### src/rtl/if_stage_pkg.sv
// -----------------------------------------------------------------------------
// if_stage_pkg
//   Shared definitions for the instruction fetch stage and the IF/ID register:
//   - state_e      : fetch FSM state encoding (2 bits)
//   - RESET_PC     : first fetch address after reset
//   - NOP_INST     : canonical NOP (addi x0,x0,0) loaded by IF/ID on clear
//   - select_word  : picks the 32-bit instruction out of a 64-bit beat
// -----------------------------------------------------------------------------
package if_stage_pkg;

  typedef enum logic [1:0] {
    S_IDLE = 2'd0,
    S_REQ  = 2'd1,
    S_WAIT = 2'd2,
    S_OUT  = 2'd3
  } state_e;

  localparam logic [63:0] RESET_PC = 64'h0000_0000_8000_0000;
  localparam logic [31:0] NOP_INST = 32'h0000_0013;

  // The bus returns an aligned doubleword; address bit 2 chooses the half.
  function automatic logic [31:0] select_word(input logic [63:0] data,
                                              input logic        upper);
    return upper ? data[63:32] : data[31:0];
  endfunction

endpackage : if_stage_pkg

### src/rtl/if_stage.sv
// -----------------------------------------------------------------------------
// if_stage
//   Instruction fetch stage feeding the IF/ID pipeline register. Owns the PC,
//   issues one read at a time on a valid/ready request channel, accepts a
//   single-beat response (no backpressure) and presents {pc, inst, valid}.
//   Honours downstream stall and EX redirect; responses belonging to a fetch
//   that was squashed by a redirect are discarded.
//
// Ports
//   clk, rst_n        clock, synchronous active-low reset
//   stall_i           downstream hold; presented instruction stays stable
//   redirect_i        redirect request from EX (priority over stall/response)
//   redirect_pc_i     redirect target, bits [1:0] forced to zero
//   if_req_valid_o    fetch request valid
//   if_req_ready_i    bus accepts request
//   if_req_addr_o     8-byte aligned fetch address
//   if_resp_valid_i   response beat valid
//   if_resp_data_i    response data (64-bit doubleword)
//   pc_o, inst_o      PC and instruction being presented
//   inst_valid_o      pc_o/inst_o valid for the IF/ID register
// -----------------------------------------------------------------------------
module if_stage
  import if_stage_pkg::*;
#(
  parameter int unsigned     XLEN     = 64,
  parameter logic [XLEN-1:0] RESET_PC = XLEN'(if_stage_pkg::RESET_PC),
  parameter int unsigned     RDATA_W  = 64
) (
  input  logic               clk,
  input  logic               rst_n,
  input  logic               stall_i,
  input  logic               redirect_i,
  input  logic [XLEN-1:0]    redirect_pc_i,
  output logic               if_req_valid_o,
  input  logic               if_req_ready_i,
  output logic [XLEN-1:0]    if_req_addr_o,
  input  logic               if_resp_valid_i,
  input  logic [RDATA_W-1:0] if_resp_data_i,
  output logic [XLEN-1:0]    pc_o,
  output logic [31:0]        inst_o,
  output logic               inst_valid_o
);

  state_e          state_q, state_d;
  logic [XLEN-1:0] pc_q, pc_d;
  logic [XLEN-1:0] req_addr_q, req_addr_d;
  logic [31:0]     inst_q, inst_d;
  // Set when the in-flight fetch was squashed; its response must be dropped.
  logic            drop_q, drop_d;

  logic [XLEN-1:0] redirect_tgt;
  logic [XLEN-1:0] pc_inc;
  logic            handshake;

  assign redirect_tgt = {redirect_pc_i[XLEN-1:2], 2'b00};
  assign pc_inc       = pc_q + XLEN'(4);
  assign handshake    = (state_q == S_REQ) && if_req_ready_i;

  // Low address bits never influence a fetch: the target is word aligned and
  // the bus address is doubleword aligned.
  logic unused_bits;
  assign unused_bits = ^{redirect_pc_i[1:0], req_addr_q[1:0]};

  // ---------------------------------------------------------------------------
  // State register
  // ---------------------------------------------------------------------------
  // NOTE: sequential state uses non-blocking assignments so every register
  // samples the pre-edge value of every other register.
  always_ff @(posedge clk) begin
    if (!rst_n) begin
      state_q    <= S_IDLE;
      pc_q       <= RESET_PC;
      req_addr_q <= RESET_PC;
      inst_q     <= '0;
      drop_q     <= 1'b0;
    end else begin
      state_q    <= state_d;
      pc_q       <= pc_d;
      req_addr_q <= req_addr_d;
      inst_q     <= inst_d;
      drop_q     <= drop_d;
    end
  end

  // ---------------------------------------------------------------------------
  // Next-state logic
  // ---------------------------------------------------------------------------
  // NOTE: every signal driven here gets a hold default first, so no path
  // through the case leaves one unassigned and no latch is inferred.
  always_comb begin
    state_d    = state_q;
    pc_d       = pc_q;
    req_addr_d = req_addr_q;
    inst_d     = inst_q;
    drop_d     = drop_q;

    unique case (state_q)
      S_IDLE: begin
        // Redirects are not honoured before the first request exists.
        state_d    = S_REQ;
        req_addr_d = pc_q;
      end

      S_REQ: begin
        // The request address is never changed while valid is high; a
        // redirect only retargets the PC and marks this fetch as stale.
        if (redirect_i) begin
          pc_d   = redirect_tgt;
          drop_d = 1'b1;
        end
        if (handshake) begin
          state_d = S_WAIT;
        end
      end

      S_WAIT: begin
        if (redirect_i) begin
          pc_d = redirect_tgt;
          if (if_resp_valid_i) begin
            // The response retires the squashed fetch in the same cycle, so
            // the new target can be requested right away.
            state_d    = S_REQ;
            req_addr_d = redirect_tgt;
            drop_d     = 1'b0;
          end else begin
            drop_d = 1'b1;
          end
        end else if (if_resp_valid_i) begin
          if (drop_q) begin
            // pc_q already holds the latest redirect target.
            state_d    = S_REQ;
            req_addr_d = pc_q;
            drop_d     = 1'b0;
          end else begin
            state_d = S_OUT;
            inst_d  = select_word(if_resp_data_i[63:0], req_addr_q[2]);
          end
        end
      end

      S_OUT: begin
        if (redirect_i) begin
          state_d    = S_REQ;
          pc_d       = redirect_tgt;
          req_addr_d = redirect_tgt;
        end else if (!stall_i) begin
          state_d    = S_REQ;
          pc_d       = pc_inc;
          req_addr_d = pc_inc;
        end
      end

      default: begin
        state_d = S_IDLE;
      end
    endcase
  end

  // ---------------------------------------------------------------------------
  // Output decode
  // ---------------------------------------------------------------------------
  // Address and presented values are zeroed outside their states so that all
  // outputs read 0 in reset even though pc_q/req_addr_q reset to RESET_PC.
  always_comb begin
    if_req_valid_o = 1'b0;
    if_req_addr_o  = '0;
    inst_valid_o   = 1'b0;
    pc_o           = '0;
    inst_o         = '0;

    unique case (state_q)
      S_REQ: begin
        if_req_valid_o = 1'b1;
        if_req_addr_o  = {req_addr_q[XLEN-1:3], 3'b000};
      end
      S_OUT: begin
        inst_valid_o = 1'b1;
        pc_o         = pc_q;
        inst_o       = inst_q;
      end
      default: begin
      end
    endcase
  end

endmodule : if_stage

### config.mk
export PLATFORM = sky130hd
export DESIGN_NAME = if_stage
export DESIGN_NICKNAME = d
export VERILOG_FILES = /design/src/rtl/if_stage_pkg.sv /design/src/rtl/if_stage.sv
export SDC_FILE = /design/constraint.sdc
export NUM_CORES = 1
export LEC_CHECK = 0
export CAP_MARGIN = 30
export CORE_ASPECT_RATIO = 1.75
export CORE_UTILIZATION = 55
export DETAILED_ROUTE_END_ITERATION = 10
export DONT_BUFFER_PORTS = 1
export HOLD_SLACK_MARGIN = 0.12
export PLACE_DENSITY = 0.69
export SETUP_SLACK_MARGIN = 0.15
export SLEW_MARGIN = 5
export SYNTH_ARGS = -nofsm -noshare
export SYNTH_HDL_FRONTEND = slang
export SYNTH_SLANG_ARGS = --single-unit
### constraint.sdc
create_clock -name clk -period 3.7 [get_ports clk]
set_clock_uncertainty 0.2 [all_clocks]
set_input_delay 0.74 -clock clk [delete_from_list [all_inputs] [get_ports clk]]
set_output_delay 0.74 -clock clk [all_outputs]
set_load 0.005 [all_outputs]
==> summary.md <==
| Metric | Value |
|---|---|
| Worst Tran Pin Value | roughly 1.1 ns |
| Status | complete, no violations |
| TritonCTS Buffers | 17 |
| Total number of vias | ~11000 |
| Hold Crit Class | primary input to register |
| CP max FO | between 40 and 50 |
| CTS tree | built |
| Final Max Slew Viols | 0 |
| Clk sinks | between 150 and 200 |
| Minimum clock period | 3.41 ns |
| Area grow syn2layout | 4.85% |
| Register area share after synthesis | 29.8% |
| Number of placed I/O pins | 296 |
| Post-cts repair resize count | 0 |
| GPL Wtd Cong | approximately 1 |
| Iter 0 DRT Violations | around 1100 |
| DRC | 0 |
| Chip Height | ~190 µm |
| Most common cell after layout, fill and taps aside | dfxtp_1 |
| CP arrival | around 2.5 ns |
| Initial Util | between 50% and 60% |
| Post-Layout Cell Count | 1618 |
| YS warnings | 0 |
| Vias in the first global route | about 11000 |
| Setup Fix Bufs, Post-CTS | 0 |
| Port bufs | 0 |
| RSZ-0062 raised after global routing | false |
| Nature of the critical path startpoint | register |
| Period utilization | between 90% and 100% |
| Die Footprint | a little over 0.02 mm² |
| Yosys cell types | 76 |
| Max Cap Violations | 0 |
| TNS Setup | 0 ns |
| Buffer depth of the longest clock path | 2 |
| Initial antenna violation count | 0 |
| Crit path kind | register to output port |
| Most frequent cells in the layout | dfxtp_1, and2_1, nand2_1 |
| Synth Cell Area | about 0.011 mm² |
| Final hold violation count | 0 |
| Flops & latches, synth | between 150 and 200 |
| Final setup violation count | 0 |
| Die W | ~110 µm |
| Largest net degree at the start of global routing | between 80 and 90 |
| Register area | 0.00322 mm² |
| First-pass GRT wire length | slightly below 60000 µm |
| Placed cell area | between 0.01 and 0.015 mm² |
| Clk Latency, worst-skew pair | between 0.4 and 0.5 ns |
| Asr flop ratio synth | 0% |
| Hold-fix buffers at CTS | 0 |
| Global Route Usage Sum | 36.8% |
| Grt ovf | 0 |
| Row cnt | 67 |
| Syn_area_per_cell | ~7.4 µm² |
| Routed length per instance | between 20 and 25 µm |
| Top_reg_cell synth | dfxtp_1 |
| # nets final | between 1500 and 2000 |
| Share of the synthesized area in the top cell type | 29.8% |
| Post-route design area | 0.0113 mm² |
| Static Leak | ~3.8 nW |
| # fillers | 1879 |
| First-pass detailed-route iteration total | 5 |
| Crit. End Element | output port |
| Vias per cell | approximately 7 |
| Root Buffer Master | clkbuf_16 |
| Area of the multi-input gates | 0.00686 mm² |
| Peak supply drop | ~280 µV |
| Synth Instances | 1467 |
| Cell taking the most area after synthesis | dfxtp_1 |
| Final wirelength | ~37000 µm |
| PwrDens | roughly 450 mW/mm² |
| Largest cells by area after synthesis | dfxtp_1, and2_1, a21oi_1, o21ai_0, nand2_1 |
| CTS H-Tree Depth | 4 |
| WP data required | roughly 2.8 ns |
| Clk slew on worst S/H paths | 0.06 ns |
| Placed cells | ~1600 |
| HPWL Detailed | roughly 26000 µm |
| Share of cells above drive strength 1 | under 10% |
| Antenna viol nets, final | 0 |
| Core Area | 0.0192 mm² |
| Ant diodes | 0 |
| Slew HR | 28.9% |
| FMAX | between 200 and 300 MHz |
| Number of synthesized flops with an enable pin | 0 |
-- metal layers --
| layer | share of wire [%] | wire length, µm | track usage, % | up-vias |
|---|---|---|---|---|
| li1 | - | - | - | 5138 |
| met1 | 36 | 13600 | 41.1 | 5240 |
| met2 | 49 | 18200 | 60.9 | 634 |
| met3 | 8.1 | 3030 | 7.70 | 152 |
| met4 | 6.8 | 2550 | 26.4 | 0 |
| met5 | 0 | 0 | 0 | - |
-- flip-flops by register name, summed over array words and instances, names as in the netlist --
register / count
req_addr_q: 62
state_q: 2
drop_q: 1
pc_q: 64
inst_q: 32
-- kinds of logic (layout without fill, tap and decap cells) --
logic type                 Yosys count  after routing  synth area share [%]
muxes                               48             48                  4.45
xor gates and xnor gates            18             18                  1.46
buffers and inverters              181             89                  7.23
other                                1              3                0.0347
and+or+nand+nor                    599            599                  29.1
DFF                                161            161                  29.8
adders and majority gates            5              5                 0.579
AOI/OAI and AO/OA                  454            454                  27.3
-- Yosys cell counts, types with 6 or more instances --
cell type,n
mux2i_1,48
a31oi_1,28
nor2_1,100
o21a_1,6
nand4_1,28
nand2b_1,12
clkbuf_1,129
a22oi_1,8
buf_1,10
nand2_1,141
xor2_1,7
o21ai_0,113
nor4_1,20
dfxtp_1,161
a221oi_1,44
buf_4,9
inv_1,19
o31a_1,6
o31ai_1,6
and3_1,13
o41ai_1,6
or3_1,11
o211ai_1,12
o221ai_1,13
a21oi_1,117
nand3_1,46
xnor2_1,11
a22o_1,6
a211oi_1,38
o22ai_1,6
and4_1,8
nor3_1,37
a21o_1,8
and2_1,153
-- path summary, 6_finish.rpt --
| path | start | endpoint | slack [ns] | cells after the start |
|---|---|---|---|---|
| setup reg to reg | pc_q[11] | req_addr_q[58] | 0.54 | 6 |
| setup / recovery | state_q[0] | pc_o[43] | 0.29 | 4 |
| hold reg to reg | req_addr_q[41] | req_addr_q[41] | 0.27 | 2 |
| hold / removal | if_resp_valid_i | drop_q | 0.21 | 1 |
-- cell type report --
cell class                 instances  share of cell area, %
timing repair buffer              38                   2.85
clock buffer                      21                   3.98
multi-input combinational       1127                   60.6
tap                              241                   2.66
clock inverter                    11                  0.796
sequential                       161                   28.5
inverter                          19                  0.630
-- worst max-delay path, stage by stage (launching register included) --
cell	delay, ns
dfxtp_1	0.44
ha_4	0.46
buf_4	0.40
buf_4	0.44
and2_1	0.26
-- per-stage QoR --
| step | worst slack, ns | power, mW | util [%] | hold slack, ns |
|---|---|---|---|---|
| 6_report | 0.294 | 5.09 | 59.0 | 0.213 |
| 3_5_place_dp | 0.651 | 3.40 | 56.2 | 0.262 |
| 2_1_floorplan | 1.04 | 3.08 | - | 0.230 |
| 4_1_cts | 0.270 | 5.08 | 59.0 | 0.196 |
| 5_1_grt | 0.157 | 5.32 | 59.0 | 0.215 |
| 3_3_place_gp | 0.648 | 3.38 | 56.2 | 0.254 |
-- where the power goes --
group	internal, mW	switching [mW]	total (mW)	leakage (nW)
sequential	1.95	0.289	2.24	1.32
clock	0.935	0.756	1.69	0.258
combinational	0.458	0.702	1.16	2.21
total	3.34	1.75	5.09	3.78
No activity file was read; power rests on OpenSTA's default activity.
